**config.mk**
```make
export PLATFORM = sky130hd
export DESIGN_NAME = mem_access_stage_flat
export DESIGN_NICKNAME = d
export VERILOG_FILES = /design/src/rtl/mem_access_stage_if.sv /design/src/rtl/mem_access_stage.sv /design/src/flat_wrapper.sv
export SDC_FILE = /design/constraint.sdc
export NUM_CORES = 1
export LEC_CHECK = 0
export CORE_AREA = 5 5 175 177
export CTS_CLUSTER_DIAMETER = 150
export DETAILED_ROUTE_END_ITERATION = 7
export DIE_AREA = 0 0 180 182
export HOLD_SLACK_MARGIN = 0.15
export PLACE_DENSITY = 0.63
export SLEW_MARGIN = 20
export SYNTH_ARGS = -nofsm -noshare
export SYNTH_HDL_FRONTEND = slang
export SYNTH_SLANG_ARGS = --single-unit
```
**constraint.sdc**
```tcl
create_clock -name clk -period 2.4 [get_ports clk]
set_input_delay 0.48 -clock clk [delete_from_list [all_inputs] [get_ports clk]]
set_output_delay 0.48 -clock clk [all_outputs]
set_load 0.02 [all_outputs]
```
**src/rtl/mem_access_stage_if.sv**
```systemverilog
// Data-memory bus between the SEQ memory stage (master) and the data memory (slave).
// The master holds mem_req until a one-cycle mem_ack; mem_rdata and mem_err are valid with mem_ack.
interface mem_access_stage_if #(
  parameter int ADDR_W = 64
);
  logic              mem_req;
  logic              mem_we;
  logic [ADDR_W-1:0] mem_addr;
  logic [63:0]       mem_wdata;
  logic [63:0]       mem_rdata;
  logic              mem_ack;
  logic              mem_err;

  modport master (
    output mem_req, mem_we, mem_addr, mem_wdata,
    input  mem_rdata, mem_ack, mem_err
  );

  modport slave (
    input  mem_req, mem_we, mem_addr, mem_wdata,
    output mem_rdata, mem_ack, mem_err
  );
endinterface

```
**src/rtl/mem_access_stage.sv**
```systemverilog
// SEQ memory stage: data reads/writes over a req/ack bus, valM capture and sticky address error.
// Optional ack timeout is enabled with the MEM_ACCESS_TIMEOUT_EN macro.
//
// state  | meaning
// IDLE   | waiting for start; start is decoded and latched here only
// ACCESS | mem_req held with latched we/addr/wdata until ack (or timeout)
// DONE   | one-cycle done pulse, then back to IDLE
module mem_access_stage #(
  parameter int ADDR_W    = 64,
  parameter int MEM_BYTES = 8192,
  parameter int MAX_WAIT  = 16
) (
  input  logic                clk,
  input  logic                rst,
  input  logic                start_i,
  input  logic [3:0]          icode_i,
  input  logic [63:0]         vale_i,
  input  logic [63:0]         vala_i,
  input  logic [63:0]         valp_i,
  mem_access_stage_if.master  mem_bus,
  output logic [63:0]         valm_o,
  output logic                done_o,
  output logic                busy_o,
  output logic                dmem_error_o
);
  typedef enum logic [1:0] {
    IDLE   = 2'd0,
    ACCESS = 2'd1,
    DONE   = 2'd2
  } state_t;

  localparam logic [3:0] I_RMMOVQ = 4'h4;
  localparam logic [3:0] I_MRMOVQ = 4'h5;
  localparam logic [3:0] I_CALL   = 4'h8;
  localparam logic [3:0] I_RET    = 4'h9;
  localparam logic [3:0] I_PUSHQ  = 4'hA;
  localparam logic [3:0] I_POPQ   = 4'hB;

  localparam logic [63:0] ADDR_MAX = 64'(MEM_BYTES - 8);

  state_t            state_q, state_d;
  logic              we_q, we_d;
  logic [ADDR_W-1:0] addr_q, addr_d;
  logic [63:0]       wdata_q, wdata_d;
  logic [63:0]       valm_q, valm_d;
  logic              err_q, err_d;

  logic              is_rd, is_wr, addr_ok;
  logic [63:0]       sel_addr, sel_wdata;

`ifdef MEM_ACCESS_TIMEOUT_EN
  localparam int CNT_W = $clog2(MAX_WAIT + 1);
  logic [CNT_W-1:0]  cnt_q, cnt_d;
`endif

  always_comb begin
    is_rd     = (icode_i == I_MRMOVQ) || (icode_i == I_POPQ) || (icode_i == I_RET);
    is_wr     = (icode_i == I_RMMOVQ) || (icode_i == I_PUSHQ) || (icode_i == I_CALL);
    sel_addr  = ((icode_i == I_POPQ) || (icode_i == I_RET)) ? vala_i : vale_i;
    sel_wdata = (icode_i == I_CALL) ? valp_i : vala_i;
    // Full-width unsigned compare, so addresses near 2^64 never wrap into range.
    addr_ok   = (sel_addr <= ADDR_MAX);
  end

  always_comb begin
    state_d = state_q;
    we_d    = we_q;
    addr_d  = addr_q;
    wdata_d = wdata_q;
    valm_d  = valm_q;
    err_d   = err_q;
`ifdef MEM_ACCESS_TIMEOUT_EN
    cnt_d   = cnt_q;
`endif
    unique case (state_q)
      IDLE: begin
        if (start_i) begin
          if ((is_rd || is_wr) && addr_ok) begin
            state_d = ACCESS;
            we_d    = is_wr;
            addr_d  = sel_addr[ADDR_W-1:0];
            wdata_d = sel_wdata;
`ifdef MEM_ACCESS_TIMEOUT_EN
            cnt_d   = CNT_W'(MAX_WAIT - 1);
`endif
          end else begin
            state_d = DONE;
            if (is_rd || is_wr) err_d = 1'b1;
          end
        end
      end
      ACCESS: begin
        if (mem_bus.mem_ack) begin
          state_d = DONE;
          if (mem_bus.mem_err) err_d = 1'b1;
          else if (!we_q)      valm_d = mem_bus.mem_rdata;
        end
`ifdef MEM_ACCESS_TIMEOUT_EN
        else if (cnt_q == '0) begin
          state_d = DONE;
          err_d   = 1'b1;
        end else begin
          cnt_d = cnt_q - 1'b1;
        end
`endif
      end
      DONE:    state_d = IDLE;
      default: state_d = IDLE;
    endcase
  end

  always_ff @(posedge clk) begin
    if (rst) begin
      state_q <= IDLE;
      we_q    <= 1'b0;
      addr_q  <= '0;
      wdata_q <= '0;
      valm_q  <= '0;
      err_q   <= 1'b0;
`ifdef MEM_ACCESS_TIMEOUT_EN
      cnt_q   <= '0;
`endif
    end else begin
      state_q <= state_d;
      we_q    <= we_d;
      addr_q  <= addr_d;
      wdata_q <= wdata_d;
      valm_q  <= valm_d;
      err_q   <= err_d;
`ifdef MEM_ACCESS_TIMEOUT_EN
      cnt_q   <= cnt_d;
`endif
    end
  end

  assign mem_bus.mem_req   = (state_q == ACCESS);
  assign mem_bus.mem_we    = we_q;
  assign mem_bus.mem_addr  = addr_q;
  assign mem_bus.mem_wdata = wdata_q;
  assign valm_o            = valm_q;
  assign done_o            = (state_q == DONE);
  // Busy covers the start cycle itself, before the FSM has left IDLE.
  assign busy_o            = (state_q != IDLE) || start_i;
  assign dmem_error_o      = err_q;
endmodule

```
**src/flat_wrapper.sv**
```systemverilog
// flat-port wrapper written by rule: the top's interface ports become plain ports
module mem_access_stage_flat 
#(
  parameter int ADDR_W    = 64,
  parameter int MEM_BYTES = 8192,
  parameter int MAX_WAIT  = 16
)
  (clk, rst, start_i, icode_i, vale_i, vala_i, valp_i, valm_o, done_o, busy_o, dmem_error_o, mem_bus_mem_req, mem_bus_mem_we, mem_bus_mem_addr, mem_bus_mem_wdata, mem_bus_mem_rdata, mem_bus_mem_ack, mem_bus_mem_err);
  mem_access_stage_if #(.ADDR_W(ADDR_W)) mem_bus_i ();
  input  logic clk;
  input  logic rst;
  input  logic start_i;
  input  logic [3:0] icode_i;
  input  logic [63:0] vale_i;
  input  logic [63:0] vala_i;
  input  logic [63:0] valp_i;
  output logic [63:0] valm_o;
  output logic done_o;
  output logic busy_o;
  output logic dmem_error_o;
  output wire logic [$bits(mem_bus_i.mem_req)-1:0] mem_bus_mem_req;
  output wire logic [$bits(mem_bus_i.mem_we)-1:0] mem_bus_mem_we;
  output wire logic [$bits(mem_bus_i.mem_addr)-1:0] mem_bus_mem_addr;
  output wire logic [$bits(mem_bus_i.mem_wdata)-1:0] mem_bus_mem_wdata;
  input wire logic [$bits(mem_bus_i.mem_rdata)-1:0] mem_bus_mem_rdata;
  input wire logic [$bits(mem_bus_i.mem_ack)-1:0] mem_bus_mem_ack;
  input wire logic [$bits(mem_bus_i.mem_err)-1:0] mem_bus_mem_err;
  assign mem_bus_mem_req = mem_bus_i.mem_req;
  assign mem_bus_mem_we = mem_bus_i.mem_we;
  assign mem_bus_mem_addr = mem_bus_i.mem_addr;
  assign mem_bus_mem_wdata = mem_bus_i.mem_wdata;
  assign mem_bus_i.mem_rdata = mem_bus_mem_rdata;
  assign mem_bus_i.mem_ack = mem_bus_mem_ack;
  assign mem_bus_i.mem_err = mem_bus_mem_err;
  mem_access_stage #(.ADDR_W(ADDR_W), .MEM_BYTES(MEM_BYTES), .MAX_WAIT(MAX_WAIT)) u_core (.clk(clk), .rst(rst), .start_i(start_i), .icode_i(icode_i), .vale_i(vale_i), .vala_i(vala_i), .valp_i(valp_i), .mem_bus(mem_bus_i), .valm_o(valm_o), .done_o(done_o), .busy_o(busy_o), .dmem_error_o(dmem_error_o));
endmodule
```
==> impl_metrics.csv <==
group,metric,value,unit
global_route,grt_pass1_wl,55400,µm
floorplanning,rows,63,
clock_network,cts.path.max_buffers,2,
drt,vias,8999,
drt,viasPerCell,5.09,
drt,wl_met1,15300,µm
clock_network,cts_tree,"done",
floorplanning,pin_count,462,
timing,layout_worst_path_cycle_share,0.983,
floorplanning,start_util,0.277,
timing,hold_violations,0,
yosys,synth_area_leaders,"dfxtp_1 49%, a41oi_1 8.4%, mux2i_1 7.9%, nand2_1 7.4%, a211oi_1 6.0%",
clock_network,clk_pin_slew,0.07,ns
worst_setup_path,regToRegSetupSlack,0.50,ns
worst_setup_path,end_kind,"flip-flop",
finish,area_growth,83.6,%
hold_path,hp-class,"primary input to flip-flop",
worst_setup_path,cpMaxStageDelayCell,"clkdlybuf4s50_1",
worst_setup_path,cpPeakStageDelay,0.46,ns
timing,worst_pin_slew,0.424,ns
run,drv_cap,0,
yosys,synth_most_common_cell,"dfxtp_1",
hold_path,worstHoldEndpoint,"u_core.mem_bus.mem_wdata[39]$_SDFFE_PP0P_",
drt,wl_met2,18200,µm
worst_setup_path,start_kind,"primary input",
yosys,yosysTopAreaCell,"dfxtp_1",
clock_network,clockRootBuffer,"clkbuf_16",
yosys,ys.flop_type,"dfxtp_1",
global_route,track_usage,0.212,
yosys,avgSynthCellArea,9.39,µm²
drt,drc_errors,0,
global_route,overflow,0,
floorplanning,die_area,32800,µm²
yosys,synth.top_cell.area_share,0.486,
yosys,ys.warnings.count,0,
hold_path,whs_path_depth,3,
drt,avgRoutedWirePerCell,21.0,µm
drt,drtIter0Drc,666,
worst_setup_path,reg2reg_to,"u_core.valm_o[32]$_SDFFE_PP0P_",
finish,nFillCells,2693,
yosys,ys_ff_latch,196,
floorplanning,die_width,180,µm
drt,dr_wl_met3,2850,µm
timing,fin_ws,0.0417,ns
drt,drt-total-wl,37100,µm
yosys,yosysSeqAreaShare,0.486,
clock_network,hold_buffers,0,
timing,relSlewSlack,0.718,
yosys,ys_types,33,
hold_path,min_from,"vala_i[39]",
worst_setup_path,crit_fanout,6,
timing,final_max_slew_viol_count,0,
floorplanning,die_h,182,µm
timing,fmax,424,MHz
worst_setup_path,r2r_cells,6,
floorplanning,core_area,29100,µm²
yosys,syn_nets,1124,
yosys,synth_common_cells,"196 x dfxtp_1, 160 x nand2_1, 77 x a41oi_1",
worst_setup_path,r2r-start,"u_core.state_q[0]$_SDFFE_PP0P_",
drt,ant_nets,0,
drt,highest_layer,"met5",
global_route,antenna_found_initial,3,
timing,finalSetupViolCount,0,
status,outcome,"finished, final reports clean",
worst_setup_path,critPathKind,"primary input to flip-flop",
yosys,synth-async-reset-ratio,0,
finish,drive_gt1_frac,0.128,
clock_network,clock_sink_count,196,
placement,pre_cts_slack,-0.999,ns
clock_network,cts_max_level,4,
yosys,synth_cells,859,
finish,nets,1630,
timing,fin_hold_ws,0.426,ns
clock_network,numCtsBuffers,17,
yosys,synth_edf_count,0,
yosys,syn_area,8070,µm²
placement,place_congestion,0.866,
timing,finalClockSkew,0.0237,ns
worst_setup_path,crit_chain,"clkdlybuf4s50_1, nor4_1, buf_4, nand4_1, o22ai_4, and4_4, buf_12, mux2_4",
power_and_ir_drop,ir_worst_vdd,399,µV
global_route,first_global_vias,9066,
timing,min_period,2.36,ns
placement,dp.final_hpwl,28000,µm
power_and_ir_drop,power_leakage,0.00503,µW
clock_network,insertion_delay,0.43,ns
worst_setup_path,critPathArrivalTime,2.67,ns
global_route,grt_max_degree,74,
placement,portBuffers,461,
drt,dr.pass1.iters,5,
worst_setup_path,crit_required,2.71,ns
power_and_ir_drop,power_density,473,nW/µm²
==> stage by stage <==
step	utilization	instances	power, µW	setup TNS [ns]	cell area (µm²)
3_3_place_gp	0.476	1726	4170	-152.14	13800
2_1_floorplan	-	859	3510	0	8070
6_report	0.509	1769	7000	0	14800
5_1_grt	0.509	1769	7270	-0.00712	14800
3_5_place_dp	0.476	1726	4170	-121.62	13900
4_1_cts	0.501	1762	7090	0	14600
==> sequential cells by signal, summed over array words and instances (netlist names) <==
name                      flops
u_core.mem_bus.mem_addr      64
u_core.mem_bus.mem_wdata     64
u_core.valm_o                64
u_core.state_q                2
u_core.dmem_error_o           1
u_core.mem_bus.mem_we         1
==> worst max path at each step <==
| stage | startpoint | to | slack (ns) | cells after the start |
|---|---|---|---|---|
| 2_1_floorplan | icode_i[2] | u_core.mem_bus.mem_we$_SDFFE_PP0P_ | 0.24 | 8 |
| 3_3_place_gp | vale_i[37] | u_core.mem_bus.mem_wdata[17]$_SDFFE_PP0P_ | -1.22 | 9 |
| 3_5_place_dp | vala_i[35] | u_core.mem_bus.mem_wdata[53]$_SDFFE_PP0P_ | -1.0 | 9 |
| 4_1_cts | vale_i[16] | u_core.mem_bus.mem_addr[21]$_SDFFE_PP0P_ | 0.001 | 10 |
| 5_1_grt | vala_i[51] | u_core.mem_bus.mem_addr[31]$_SDFFE_PP0P_ | -0.005 | 10 |
| 6_report | vala_i[50] | u_core.mem_bus.mem_we$_SDFFE_PP0P_ | 0.04 | 8 |
==> cell type report <==
type                    count  area, µm²  share of cell area
diodes                      1       2.50            0.000169
inverters                   1       3.75            0.000253
clock inverters            14        139             0.00938
clock buffers              18        439              0.0297
multi-input cells         570       3890               0.263
well taps                 390        488              0.0329
flip-flops and latches    196       3920               0.265
repair buffers            579       5920               0.400
==> cells by family (layout without fill, tap and decap cells) <==
family                 Yosys count  count (layout)  synth area share
AOI/OAI and AO/OA              227             227             0.206
buffers and inverters           93             612            0.0529
DFF                            196             196             0.486
muxes                           65              65            0.0808
other                            0               1                 0
and+or+nand+nor                278             278             0.174
==> per-layer routing <==
layer	vias to the layer above	track usage
li1	4233	-
met1	4328	0.265
met2	390	0.365
met3	44	0.0625
met4	4	0.0466
met5	-	0
==> critical path, delay by kind of cell <==
kind            cells  cell delay [ns]
mux                 1             0.30
compound gates      1             0.22
simple gates        3             0.88
buf+inv             3             0.79
==> power breakdown <==
| group | internal [µW] | switching (µW) | total (µW) |
|---|---|---|---|
| Sequential | 3250 | 1.70 | 3250 |
| Combinational | 520 | 333 | 853 |
| Clock | 1500 | 1400 | 2900 |
| Total | 5270 | 1730 | 7000 |
==> cells in the final DEF, fill, tap and decap left out, drive strengths merged, types with 3 or more instances in the layout <==
master / n
a41oi: 77
dfxtp: 196
nor2b: 4
a21oi: 65
clkbuf: 24
buf: 115
dlygate4sd2: 10
mux2i: 64
dlymetal6s2s: 18
clkdlybuf4s15: 3
nand3: 5
clkdlybuf4s50: 427
clkinv: 5
inv: 8
o22ai: 3
a311oi: 13
nand4: 11
nand2: 160
nor4: 24
nor3: 8
a211oi: 64
nor3b: 55
==> what timing repair did <==
item                                    CTS  global route
gates cloned                              1             6
pin swaps                                 6             9
endpoints found under the setup margin  132           132
resized for setup                        28            42
buffers inserted                          3             1
Note: power is estimated with default switching activity, not from simulation.
